File: src/rtl/sips4_input_cond_if.sv
// sips4_input_cond_if: IN-port read bus between the SIPS4 core and the input
// conditioner. The core (master) selects a port and strobes rd_en; the
// conditioner (slave) returns the selected port combinationally on rd_data.
interface sips4_input_cond_if;
    logic       rd_en;
    logic       rd_port;
    logic [3:0] rd_data;

    modport master (output rd_en, output rd_port, input rd_data);
    modport slave  (input rd_en, input rd_port, output rd_data);
endinterface

File: src/rtl/sips4_input_cond.sv
// sips4_input_cond: conditions the board's raw slide switches and push-buttons
// for the SIPS4 core. Every raw bit is synchronized through SYNC_STAGES flops.
// Buttons are then debounced (the level flips only after DB_LIMIT consecutive
// differing samples) and rising levels set sticky press latches, which a
// port-1 read clears. A set on the same edge as a clear wins, so a press is
// never lost.
// Optional feature: define SIPS4_SLIDE_DEBOUNCE_EN to also debounce the four
// slide switches with the same DB_LIMIT (no press latches for slides).
module sips4_input_cond #(
    parameter int SYNC_STAGES    = 2,
    parameter int DB_LIMIT       = 1000000,
    parameter int BTN_ACTIVE_LOW = 1
) (
    input  logic                     clk,
    input  logic                     rst,
    input  logic [3:0]               slide_raw,
    input  logic [1:0]               button_raw,
    sips4_input_cond_if.slave        bus,
    output logic [1:0]               level,
    output logic [1:0]               press
);

    localparam int                 CNT_W    = $clog2(DB_LIMIT);
    localparam logic [CNT_W-1:0]   CNT_MAX  = CNT_W'(DB_LIMIT - 1);
    localparam logic [CNT_W-1:0]   CNT_ONE  = CNT_W'(1);
    // Pin level of a released button; the sync flops reset to it so that
    // leaving reset does not look like a press.
    localparam logic [1:0]         BTN_IDLE = (BTN_ACTIVE_LOW != 0) ? 2'b11 : 2'b00;

    // One debouncer step: returns {next_level, next_count}. The count runs
    // while the synchronized bit disagrees with the level; reaching the limit
    // flips the level and restarts the count on the same edge.
    function automatic logic [CNT_W:0] db_next(
        input logic             sync_bit,
        input logic             lvl,
        input logic [CNT_W-1:0] cnt
    );
        if (sync_bit == lvl) begin
            return {lvl, {CNT_W{1'b0}}};
        end else if (cnt == CNT_MAX) begin
            return {~lvl, {CNT_W{1'b0}}};
        end else begin
            return {lvl, cnt + CNT_ONE};
        end
    endfunction

    logic [SYNC_STAGES-1:0][3:0]  slide_sync_q, slide_sync_d;
    logic [SYNC_STAGES-1:0][1:0]  btn_sync_q,   btn_sync_d;
    logic [1:0]                   btn_pressed;
    logic [1:0][CNT_W-1:0]        btn_cnt_q,    btn_cnt_d;
    logic [1:0]                   level_q,      level_d;
    logic [1:0]                   press_q,      press_d;
    logic [3:0]                   slide_val;

    // Synchronizer shift chains: stage 0 samples the pins, last stage is used.
    always_comb begin
        slide_sync_d    = slide_sync_q;
        btn_sync_d      = btn_sync_q;
        slide_sync_d[0] = slide_raw;
        btn_sync_d[0]   = button_raw;
        for (int s = 1; s < SYNC_STAGES; s++) begin
            slide_sync_d[s] = slide_sync_q[s-1];
            btn_sync_d[s]   = btn_sync_q[s-1];
        end
    end

    // Normalize buttons to 1 = pressed after the last sync stage.
    assign btn_pressed = (BTN_ACTIVE_LOW != 0) ? ~btn_sync_q[SYNC_STAGES-1]
                                               :  btn_sync_q[SYNC_STAGES-1];

    // Button debouncers and press latches; a press set overrides a read clear.
    always_comb begin
        btn_cnt_d = btn_cnt_q;
        level_d   = level_q;
        for (int i = 0; i < 2; i++) begin
            {level_d[i], btn_cnt_d[i]} = db_next(btn_pressed[i], level_q[i], btn_cnt_q[i]);
        end
        press_d = press_q;
        if (bus.rd_en && bus.rd_port) begin
            press_d = 2'b00;
        end
        press_d = press_d | (level_d & ~level_q);
    end

    // Synchronizer, button debounce and press-latch state.
    always_ff @(posedge clk or posedge rst) begin
        if (rst) begin
            slide_sync_q <= '0;
            btn_sync_q   <= {SYNC_STAGES{BTN_IDLE}};
            btn_cnt_q    <= '0;
            level_q      <= '0;
            press_q      <= '0;
        end else begin
            slide_sync_q <= slide_sync_d;
            btn_sync_q   <= btn_sync_d;
            btn_cnt_q    <= btn_cnt_d;
            level_q      <= level_d;
            press_q      <= press_d;
        end
    end

`ifdef SIPS4_SLIDE_DEBOUNCE_EN
    logic [3:0][CNT_W-1:0] slide_cnt_q,   slide_cnt_d;
    logic [3:0]            slide_level_q, slide_level_d;

    // Slide debouncers: same rule as the buttons, without press latches.
    always_comb begin
        slide_cnt_d   = slide_cnt_q;
        slide_level_d = slide_level_q;
        for (int i = 0; i < 4; i++) begin
            {slide_level_d[i], slide_cnt_d[i]} =
                db_next(slide_sync_q[SYNC_STAGES-1][i], slide_level_q[i], slide_cnt_q[i]);
        end
    end

    // Slide debounce state.
    always_ff @(posedge clk or posedge rst) begin
        if (rst) begin
            slide_cnt_q   <= '0;
            slide_level_q <= '0;
        end else begin
            slide_cnt_q   <= slide_cnt_d;
            slide_level_q <= slide_level_d;
        end
    end

    assign slide_val = slide_level_q;
`else
    assign slide_val = slide_sync_q[SYNC_STAGES-1];
`endif

    // Read port is combinational from registered state so the core can sample
    // it in the same cycle it addresses it.
    assign bus.rd_data = bus.rd_port ? {press_q, level_q} : slide_val;
    assign level       = level_q;
    assign press       = press_q;

endmodule

File: src/flat_wrapper.sv
// flat-port wrapper written by rule: the top's interface ports become plain ports
module sips4_input_cond_flat 
#(
    parameter int SYNC_STAGES    = 2,
    parameter int DB_LIMIT       = 1000000,
    parameter int BTN_ACTIVE_LOW = 1
)
  (clk, rst, slide_raw, button_raw, level, press, bus_rd_en, bus_rd_port, bus_rd_data);
  sips4_input_cond_if bus_i ();
  input  logic clk;
  input  logic rst;
  input  logic [3:0] slide_raw;
  input  logic [1:0] button_raw;
  output logic [1:0] level;
  output logic [1:0] press;
  input wire logic [$bits(bus_i.rd_en)-1:0] bus_rd_en;
  input wire logic [$bits(bus_i.rd_port)-1:0] bus_rd_port;
  output wire logic [$bits(bus_i.rd_data)-1:0] bus_rd_data;
  assign bus_i.rd_en = bus_rd_en;
  assign bus_i.rd_port = bus_rd_port;
  assign bus_rd_data = bus_i.rd_data;
  sips4_input_cond #(.SYNC_STAGES(SYNC_STAGES), .DB_LIMIT(DB_LIMIT), .BTN_ACTIVE_LOW(BTN_ACTIVE_LOW)) u_core (.clk(clk), .rst(rst), .slide_raw(slide_raw), .button_raw(button_raw), .bus(bus_i), .level(level), .press(press));
endmodule
File: config.mk
export PLATFORM = sky130hd
export DESIGN_NAME = sips4_input_cond_flat
export DESIGN_NICKNAME = d
export VERILOG_FILES = /design/src/rtl/sips4_input_cond_if.sv /design/src/rtl/sips4_input_cond.sv /design/src/flat_wrapper.sv
export SDC_FILE = /design/constraint.sdc
export NUM_CORES = 1
export LEC_CHECK = 0
export ABC_AREA = 0
export CAP_MARGIN = 20
export CORE_UTILIZATION = 56
export DETAILED_ROUTE_END_ITERATION = 12
export DONT_BUFFER_PORTS = 1
export PLACE_DENSITY = 0.85
export SETUP_SLACK_MARGIN = 0.4
export SLEW_MARGIN = 10
export SYNTH_ARGS = -nofsm -noshare
export SYNTH_HDL_FRONTEND = slang
export SYNTH_SLANG_ARGS = --single-unit
File: constraint.sdc
create_clock -name clk -period 1.7 [get_ports clk]
set_input_delay 0.34 -clock clk [delete_from_list [all_inputs] [get_ports clk]]
set_output_delay 0.34 -clock clk [all_outputs]
set_load 0.05 [all_outputs]
# After elaboration in Yosys (flattened, before gate mapping)
# Cells that the tools add are included.
# Widths: inputs -> output; s select.
[word_totals]
output_inout_bits = 8
register_bits = 56
elab_cells = 27
[classes]
reduce_logical = 1
addsub = 2
n_eq_ne = 4
bitwise_logic = 6
muxes = 6
[op_table]
columns = ["cell", "count"]
rows = [
  ["$mux 21", 4],
  ["$add 20x1->20 const B", 2],
  ["$eq 20x20->1 const B", 2],
  ["$mux 4", 1],
  ["$not 2->2", 2],
  ["$and 2x2->2", 1],
  ["$eq 1x1->1", 2],
  ["$mux 2", 1],
  ["$not 1->1", 2],
  ["$or 2x2->2", 1],
  ["$logic_and 1x1->1", 1],
]

# Depth between registers and ports, before layout
[logic_depth]
depth_word = 5
ltp_mapped = 7

# Least setup slack after synthesis
# Ideal clock, no wire load.
[synth_timing]
path_type = "flip-flop to flip-flop"
startpoint = "reg u_core.btn_cnt_q[20] (netlist name)"
endpoint = "reg u_core.btn_cnt_q[27] (netlist name)"
required_ns = 1.579
arrival_ns = 1.543
period_less_slack_ns = 1.665
setup_time_ns = 0.121
path_slack_ns = 0.035
path_stages_with_launch = 8
path_cell_list = "dfrtp_1 > ha_1 > and4_1 > clkbuf_1 > nand2_1 > o31ai_1 > buf_2 > nor2_1"
[synth_rtl]
columns = ["element", "line_no", "rtl"]
rows = [
  ["start, declared", "sips4_input_cond.sv:50", "logic [1:0][CNT_W-1:0] btn_cnt_q, btn_cnt_d;"],
  ["start signal, assigned", "sips4_input_cond.sv:96", "btn_cnt_q <= btn_cnt_d;"],
]

==> impl_metrics.env <==
export IMPL_drt_iter0_drc=326
export IMPL_p_per_area_mw_per_mm2=686.7
export IMPL_min_from="slide_raw[3]"
export IMPL_drive_gt1_frac=0.4849
export IMPL_rr_endpoint="u_core.btn_cnt_q[18]"
export IMPL_drt_wl_total_um=8419
export IMPL_layout_common_cells="buf_4 (41), dfrtp_1 (37), nor2_2 (22)"
export IMPL_synth_seq_cells=56
export IMPL_clock_path_buffers=2
export IMPL_insertion_delay_ns=0.33
export IMPL_r2r_slack_ns=-0.05
export IMPL_grt_max_degree=37
export IMPL_rows=24
export IMPL_finalSetupViolCount=8
export IMPL_core_mm2=0.004384
export IMPL_max_slew_worst_pin_slew_ns=0.5261
export IMPL_final_common_cell="buf_4"
export IMPL_regToRegStartpoint="u_core.btn_cnt_q[8]"
export IMPL_overflow=0
export IMPL_ioPinCount=18
export IMPL_dr_pass1_iters=5
export IMPL_synth_seq_area_share=0.5488
export IMPL_yosys_area_top_type="dfrtp_1"
export IMPL_fin_crit_sh=1.032
export IMPL_cts_sinks=56
export IMPL_setup_ws_ns=-0.05484
export IMPL_grt_pass1_vias=2128
export IMPL_status="finished with violations"
export IMPL_cts_tree="built"
export IMPL_slowest_stage="dfrtp_1"
export IMPL_p_leak_nw=1.426
export IMPL_layout_nets=310
export IMPL_fp_dieH_um=69.65
export IMPL_start_kind="flop"
export IMPL_clk_pin_slew_ns=0.11
export IMPL_cts_buffers=5
export IMPL_grt_pass1_wl_um=10130
export IMPL_max_stage_delay_ns=0.47
export IMPL_syn_area_per_cell_um2=10.55
export IMPL_hold_viol=0
export IMPL_synth_area_leaders="dfrtp_1 (51%), nor2_1 (5.0%), xnor2_1 (4.8%)"
export IMPL_synth_cell_type_count=37
export IMPL_skew_ns=0.01045
export IMPL_dieWidth_um=69.65
export IMPL_crit_chain="nand4_1 > nor4_4 > or3b_1 > a21oi_1"
export IMPL_failed_checks="setup timing"
export IMPL_cts_root_buf="clkbuf_8"
export IMPL_hpwl_um=3486
export IMPL_place_congestion=0.8535
export IMPL_end_kind="flop"
export IMPL_cp_endpoint="u_core.btn_cnt_q[18]"
export IMPL_syn_num_nets=255
export IMPL_yosys_warnings=0
export IMPL_power_mw=2.368
export IMPL_die_area_mm2=0.004850
export IMPL_route_detailed_drc=0
export IMPL_r2r_cells=4
export IMPL_drtAntennaViolNets=0
export IMPL_min_period_ns=1.755
export IMPL_yosysTopAreaCellShare=0.5078
export IMPL_critical_path_class="reg2reg"
export IMPL_grt_usage=0.2702
export IMPL_start_util=0.5845
export IMPL_cp_startpoint="u_core.btn_cnt_q[8]"
export IMPL_area_growth_syn_to_layout_pct=34.57
export IMPL_rsz0062_at_grt="yes"
export IMPL_antenna_found_initial=0
export IMPL_hold_path_class="in2reg"
export IMPL_htreeDepth=2
export IMPL_syn_inst=243
export IMPL_maxSlewViolCount=0
export IMPL_avgViaCountPerCell=6.872
export IMPL_worstPathArrival_ns=2.01
export IMPL_max_slew_margin=0.6485
export IMPL_num_vias=2412
export IMPL_crit_fanout=5
export IMPL_tns_ns=-0.1872
export IMPL_ir_worst_vdd_v=0.0003942
export IMPL_wl_per_cell_um=23.99
export IMPL_portBuffers=0
export IMPL_cp_required_ns=1.95
export IMPL_n_antenna_cell=0
export IMPL_max_cap_violations=0
export IMPL_max_clock_freq_mhz=569.9
export IMPL_placed_area_mm2=0.002829
export IMPL_synth_area_mm2=0.002562
export IMPL_stdcell_area_mm2=0.003448
[flip-flops by register name, indices dropped and copies added, names as in the netlist]
name,flops
u_core.slide_val,4
u_core.slide_sync_d,4
u_core.btn_sync_q,2
u_core.press,2
u_core.btn_sync_d,2
u_core.level,2
u_core.btn_cnt_q,40
[Yosys cell counts (all sizes together)]
| cell type | instances |
|---|---|
| dfrtp | 52 |
| nor2 | 34 |
| nand3 | 16 |
| nand2 | 15 |
| xnor2 | 14 |
| xor2 | 14 |
| nand4 | 11 |
| a21oi | 10 |
| inv | 8 |
| and3 | 6 |
| nor4 | 6 |
| o31ai | 6 |
| and4 | 5 |
| buf | 5 |
| nor3 | 5 |
| dfstp | 4 |
| mux2 | 4 |
| o21ai | 4 |
| or4 | 4 |
| or3 | 3 |
| a22o | 2 |
| ha | 2 |
| mux2i | 2 |
| nand4b | 2 |
| nor4b | 2 |
| a31o | 1 |
| and2 | 1 |
| clkbuf | 1 |
| o41ai | 1 |
| or2 | 1 |
| or3b | 1 |
| or4b | 1 |
[repair_timing]
item | CTS | global route
gates cloned | 2 | 2
setup endpoints to repair | 48 | 48
hold buffers | 1 | 2
gates resized for setup | 31 | 41
setup buffers | 21 | 12
pin swaps | 5 | 12
endpoints found under the hold margin | 20 | 2
[cells by family after synthesis]
group           share of synthesized area
compound gates                    0.05860
xor+xnor                          0.09570
fa+ha+maj                        0.009764
buf+inv                           0.02295
flops                              0.5488
mux                               0.02539
simple gates                       0.2388
[stage by stage]
| stage | hold WS [ns] | setup WS (ns) | utilization | cells |
|---|---|---|---|---|
| CTS | 0.01278 | 0.07892 | 0.7286 | 335 |
| floorplan | 0.3312 | 0.1252 | - | 243 |
| global route | 0.02169 | -0.1989 | 0.7865 | 351 |
| finish | 0.02767 | -0.05484 | 0.7865 | 351 |
| detailed placement | 0.2645 | 0.04012 | 0.6453 | 303 |
| global placement | 0.2578 | 0.09391 | 0.6453 | 303 |
[per-layer routing]
layer | vias to the layer above | wire (um) | global-route usage
li1 | 976 | - | -
met1 | 1200 | 3285 | 0.3424
met2 | 189 | 4108 | 0.4455
met3 | 47 | 719 | 0.07122
met4 | 0 | 306 | 0.1022
met5 | - | 0 | 0
[worst min path at each step]
stage / to / slack (ns) / cells past startpoint
detailed placement: u_core.btn_cnt_q[4] / 0.26 / 1
CTS: u_core.btn_sync_d[3] / 0.01 / 0
finish: u_core.slide_sync_d[7] / 0.03 / 0
floorplan: u_core.slide_val[0] / 0.33 / 0
global placement: u_core.btn_cnt_q[9] / 0.26 / 1
global route: u_core.slide_sync_d[7] / 0.02 / 0
[cell type report]
class / count / area [um^2]
clock buffers: 6 / 82.58
inverters: 8 / 33.78
flip-flops and latches: 56 / 1425
fillers: 208 / 935.9
multi-input cells: 173 / 1374
clock inverters: 2 / 15.01
repair buffers: 54 / 452.9
well taps: 52 / 65.06
[report_power, final]
| part | internal, mW | switching, mW | total, mW |
|---|---|---|---|
| combinational | 0.0746 | 0.110 | 0.185 |
| sequential | 1.36 | 0.0254 | 1.39 |
| clock | 0.331 | 0.464 | 0.795 |
| total | 1.77 | 0.600 | 2.37 |
[critical path, delay by kind of cell (launching register included)]
| family | cells | cell delay, ns |
|---|---|---|
| and+or+nand+nor | 3 | 1.09 |
| DFF | 1 | 0.47 |
| AOI/OAI and AO/OA | 1 | 0.13 |
(Power assumes the default switching activity.)
==> RTL edit 1 (same settings) <==
`DB_LIMIT` is set to 1000000 in 2 places; all go to 250000.
--- a/src/rtl/sips4_input_cond.sv
+++ b/src/rtl/sips4_input_cond.sv
@@ -10,3 +10,3 @@
     parameter int SYNC_STAGES    = 2,
-    parameter int DB_LIMIT       = 1000000,
+    parameter int DB_LIMIT       = 250000,
     parameter int BTN_ACTIVE_LOW = 1
--- a/src/flat_wrapper.sv
+++ b/src/flat_wrapper.sv
@@ -4,3 +4,3 @@
     parameter int SYNC_STAGES    = 2,
-    parameter int DB_LIMIT       = 1000000,
+    parameter int DB_LIMIT       = 250000,
     parameter int BTN_ACTIVE_LOW = 1
Function: no difference found for any inputs over 10 cycles, from zero or initial values and one cycle with rst high; that may be too few to reach the edited logic, so the function may still have changed.
==> RTL edit 1 against the unedited design <==
Area after synthesis shrank 6.3%; the run still ends with negative setup slack left; global-route usage grew 0.20 points; wire length is 21% lower; maximum frequency is 1.3% higher; power rose by 0.74%; largest cell class is now multi-input combinational cells; utilization grew 1.6 points; final area shrank 5.6%; clock skew fell by 0.0037 ns; die area decreased by 6.2%; final cell count shrank 9.1%; worst setup slack better by 0.023 ns; clock power up 16%; non-clock buffer count shrank 13; sequential cell count down 4.
==> RTL edit 1: results (changes against the unedited design) <==
| Metric | Value |
|---|---|
| Clock-cell share | 3.880% (+1.0 points) |
| Max reg flops | 36 (-10%) |
| Met2 usage | 48.39% (+3.8 points) |
| Total number of vias | 1935 (-20%) |
| Met3 Use GR | 5.912% (-1.2 points) |
| Util after Layout | 80.27% (+1.6 points) |
| Proportion of layout cells with a drive suffix above 1 | 47.58% (-0.91 points) |
| DP Cell Count | 284 (-6.3%) |
| Avg Vias per Cell | 6.066 (-12%) |
| Crit-path max FO | 8 (+3) |
| Pre-CTS WS | -0.04861 ns (-0.08873 ns) |
| Met2 WL | 3.500 mm (-15%) |
| Synth Area in Compound Gates | 4.745% (-1.1 points) |
| Worst skew pair latency | 0.31 ns (-0.02 ns) |
| Register area share after synthesis | 54.43% (-0.45 points) |
| Synth area leaders | dfrtp_1 50%, xnor2_1 9.1%, nor2_1 5.5% |
| Non-clk buf share | 11.18% (-2.0 points) |
| Fin Setup TNS | -0.1848 ns (+0.002405 ns) |
| Total area of sequential cells | 1328 um2 (-6.8%) |
| Clk_skew | 0.006756 ns (-0.003697 ns) |
| Worst endpoint data arrival time | 1.93 ns (-0.08 ns) |
| Syn_nets | 235 (-7.8%) |
| Gr usage total | 27.22% (+0.20 points) |
| Synth cell count leaders | 48 x dfrtp_1, 35 x nor2_1, 25 x xnor2_1, 13 x nand3_1, 11 x inv_1 |
| Final worst slack | -0.03211 ns (+0.02273 ns) |
| Placed cell area | 2646 um2 (-6.5%) |
| Slew headroom | 72.08% (+7.2 points) |
| Detailed Place HPWL | 3.188 mm (-8.5%) |
| Wire length per cell | 20.76 um (-13%) |
| Register bit total from synthesis | 52 (-7.1%) |
| Routed wl met3 | 254 um (-65%) |
| M1 GR Usage | 30.01% (-4.2 points) |
| Pre-antenna DRT Iters | 4 (-1) |
| CTS clk-pin slew, worst paths | 0.09 ns (-0.02 ns) |
| Failing checks | negative setup slack |
| Peak VDD IR | 0.0008451 V (+110%) |
| Multi-input combinational gate total | 157 (-9.2%) |
| Nets@finish | 280 (-9.7%) |
| Final setup fails | 10 (+2) |
| Syn Inst Count | 223 (-8.2%) |
| Status | complete, but fails checks |
| First-pass GRT wire length | 8.590 mm (-15%) |
| Inverters | 11 (+3) |
==> RTL edit 1: changes by cell type after synthesis, moves of 3 or more <==
cell,before,now
xor2_1,14,5
nand2_1,15,8
inv_1,8,11
nand4_1,11,7
and4_1,3,0
o31ai_1,6,1
a21oi_1,10,3
and3_1,5,2
buf_2,5,1
nor3_1,5,10
dfrtp_1,52,48
nor2_2,0,9
nor4_1,6,9
xnor2_1,14,25
==> RTL edit 1: final timing paths <==
| check | cells after the start | slack [ns] | to | start |
|---|---|---|---|---|
| worst max-delay path | 6 | -0.03 | u_core.btn_cnt_q[24] | u_core.btn_cnt_q[19] |
| worst min-delay path | 0 | 0.02 | u_core.btn_sync_d[2] | button_raw[0] |
| worst max register to register | 6 | -0.03 | u_core.btn_cnt_q[24] | u_core.btn_cnt_q[19] |
| worst min register to register | 0 | 0.36 | u_core.slide_val[3] | u_core.slide_sync_d[7] |
| max in group asynchronous | 3 | 0.84 | u_core.btn_sync_q[2] | rst |
| min in group asynchronous | 3 | 0.56 | u_core.btn_cnt_q[7] | rst |
==> RTL edit 1: where the power goes <==
| part | switching [mW] | leakage, nW | total [mW] | internal [mW] |
|---|---|---|---|---|
| clock | 0.404 | 0.0645 | 0.923 | 0.519 |
| sequential | 0.0301 | 0.664 | 1.30 | 1.27 |
| combinational | 0.101 | 0.521 | 0.165 | 0.0643 |
==> RTL edit 1: worst max-delay path, cell delays in order, from the launching register on <==
cell,delay [ns]
dfrtp_1,0.42
ha_4,0.16
and3_4,0.20
nand4_1,0.21
o21ai_2,0.32
buf_6,0.25
nor2_4,0.05
==> RTL edit 1: repair_timing <==
item | CTS | global route
resized for setup | 39 | 37
pin swaps | 23 | 13
endpoints found under the setup margin | 43 | 43
cloned | 2 | 0
buffers inserted | 17 | 7
endpoints found under the hold margin | 48 | 0
hold buffers | 1 | 0
==> RTL edit 2 (same flow settings) <==
Without the edit above. Add an input register stage for `slide_raw` and `button_raw`; this delays them by one clock. The other inputs are not delayed to match.
--- a/src/rtl/sips4_input_cond.sv
+++ b/src/rtl/sips4_input_cond.sv
@@ -28,2 +28,10 @@
     localparam logic [1:0]         BTN_IDLE = (BTN_ACTIVE_LOW != 0) ? 2'b11 : 2'b00;
+
+    logic [3:0] slide_raw_q;
+    logic [1:0] button_raw_q;
+
+    always_ff @(posedge clk) begin
+        slide_raw_q  <= slide_raw;
+        button_raw_q <= button_raw;
+    end
 
@@ -58,4 +66,4 @@
         btn_sync_d      = btn_sync_q;
-        slide_sync_d[0] = slide_raw;
-        btn_sync_d[0]   = button_raw;
+        slide_sync_d[0] = slide_raw_q;
+        btn_sync_d[0]   = button_raw_q;
         for (int s = 1; s < SYNC_STAGES; s++) begin
Behaviour: not the same (Yosys sat finds a counterexample within 4 cycles, from zero or initial values and one cycle with rst high).
==> RTL edit 2 against the unedited design <==
The flow finishes with violations (design-rule violations, negative setup slack); first-iteration DRC count shrank 27%; area after synthesis grew 4.7%; count of clock-buffer cells in the layout grew 8; worst setup slack lost 0.0059 ns; final area grew 7.3%; final cell count grew 4.6%; power grew 19%; wire length shrank 0.56%; sequential cell count grew 6.
==> RTL edit 2: results (changes against the unedited design) <==
| Metric | Value |
|---|---|
| Status | complete, but fails checks |
| Failing checks | design-rule violations, negative setup slack |
| Gpl congestion | 0.8378 (-1.8%) |
| Final hold slack | 0.02784 ns (+0.0001712 ns) |
| FFs w/ async S/R, synth | 90.32% (-9.7 points) |
| Crit-path max FO | 8 (+3) |
| Drt first-iter violations | 237 (-27%) |
| Syn Inst Count | 249 (+2.5%) |
| Worst Setup EP | u_core.btn_cnt_q[34] |
| Critical Path Max Stage Delay | 0.43 ns (-0.04 ns) |
| Detailed-route DRC error count | 2 (+2) |
| Pre-CTS WS | 0.01896 ns (-0.02115 ns) |
| Clk_skew | 0.02219 ns (+0.01174 ns) |
| Worst skew pair latency | 0.35 ns (+0.02 ns) |
| Pre-antenna DRT Iters | 9 (+4) |
| Power Density | 761.5 nW/um2 (+11%) |
| CTS buffer count | 9 (+4) |
| Gr usage total | 29.99% (+3.0 points) |
| Critical path startpoint | u_core.btn_cnt_q[33] |
| Final setup fails | 22 (+14) |
| Detailed Place HPWL | 3.710 mm (+6.4%) |
| First-pass GRT wire length | 11.07 mm (+9.3%) |
| Nets@finish | 322 (+3.9%) |
| Fin Setup TNS | -0.7520 ns (-0.5647 ns) |
| Peak VDD IR | 0.0009035 V (+130%) |
| Proportion of layout cells with a drive suffix above 1 | 46.67% (-1.8 points) |
| Post-Layout Cell Count | 367 (+4.6%) |
| Synth unique cells | 38 (+2.7%) |
| Final worst slack | -0.06072 ns (-0.005874 ns) |
| Number of fill cells | 209 (+0.48%) |
| Register-to-Register Path Depth | 5 (+1) |
| Placed cell area | 2959 um2 (+4.6%) |
| Leak pwr | 1.500 nW (+5.2%) |
| Register area share after synthesis | 56.90% (+2.0 points) |
| CTS clk-pin slew, worst paths | 0.08 ns (-0.03 ns) |
==> RTL edit 2: cells by family (layout without fill, tap and decap cells) <==
| logic type | Yosys count | after routing | share of synthesized area (%) |
|---|---|---|---|
| compound gates | 24 | 24 | 5.597 |
| xor+xnor | 28 | 28 | 9.142 |
| fa+ha+maj | 2 | 2 | 0.9327 |
| buf+inv | 14 | 80 | 2.192 |
| flops | 62 | 62 | 56.90 |
| mux | 6 | 6 | 2.425 |
| simple gates | 113 | 113 | 22.81 |
==> RTL edit 2: area by class of cell <==
| type | instances | area share [%] |
|---|---|---|
| sequential | 62 | 41.71 |
| multi-input combinational | 173 | 38.40 |
| timing repair buffer | 56 | 13.09 |
| inverter | 8 | 0.9134 |
| clock inverter | 2 | 0.2706 |
| tap | 52 | 1.759 |
| clock buffer | 14 | 3.857 |
==> RTL edit 2: worst min path at each step <==
stage,start,endpoint,cells after the start
floorplan,u_core.button_raw_q[0],u_core.btn_sync_d[2],0
global placement,rst,u_core.slide_sync_d[5],1
detailed placement,rst,u_core.btn_cnt_q[24],1
CTS,button_raw[0],u_core.button_raw_q[0],0
global route,slide_raw[2],u_core.slide_raw_q[2],0
finish,slide_raw[3],u_core.slide_raw_q[3],0
==> RTL edit 2: routing by layer <==
metal  share of wire, %  global-route usage [%]
met4                3.5                   12.22
met1                 40                   40.06
met5                  0                       0
met3                8.8                   10.97
met2                 48                   44.76
==> RTL edit 2: worst max-delay path, delay by kind of cell (launching register included) <==
| kind | cells | cell delay (ns) |
|---|---|---|
| buf+inv | 1 | 0.21 |
| flops | 1 | 0.43 |
| simple gates | 3 | 0.61 |
| compound gates | 1 | 0.39 |
==> RTL edit 2: power by group <==
part / switching, mW / internal [mW]
Combinational: 0.121 / 0.0858
Clock: 0.545 / 0.527
Sequential: 0.0258 / 1.51
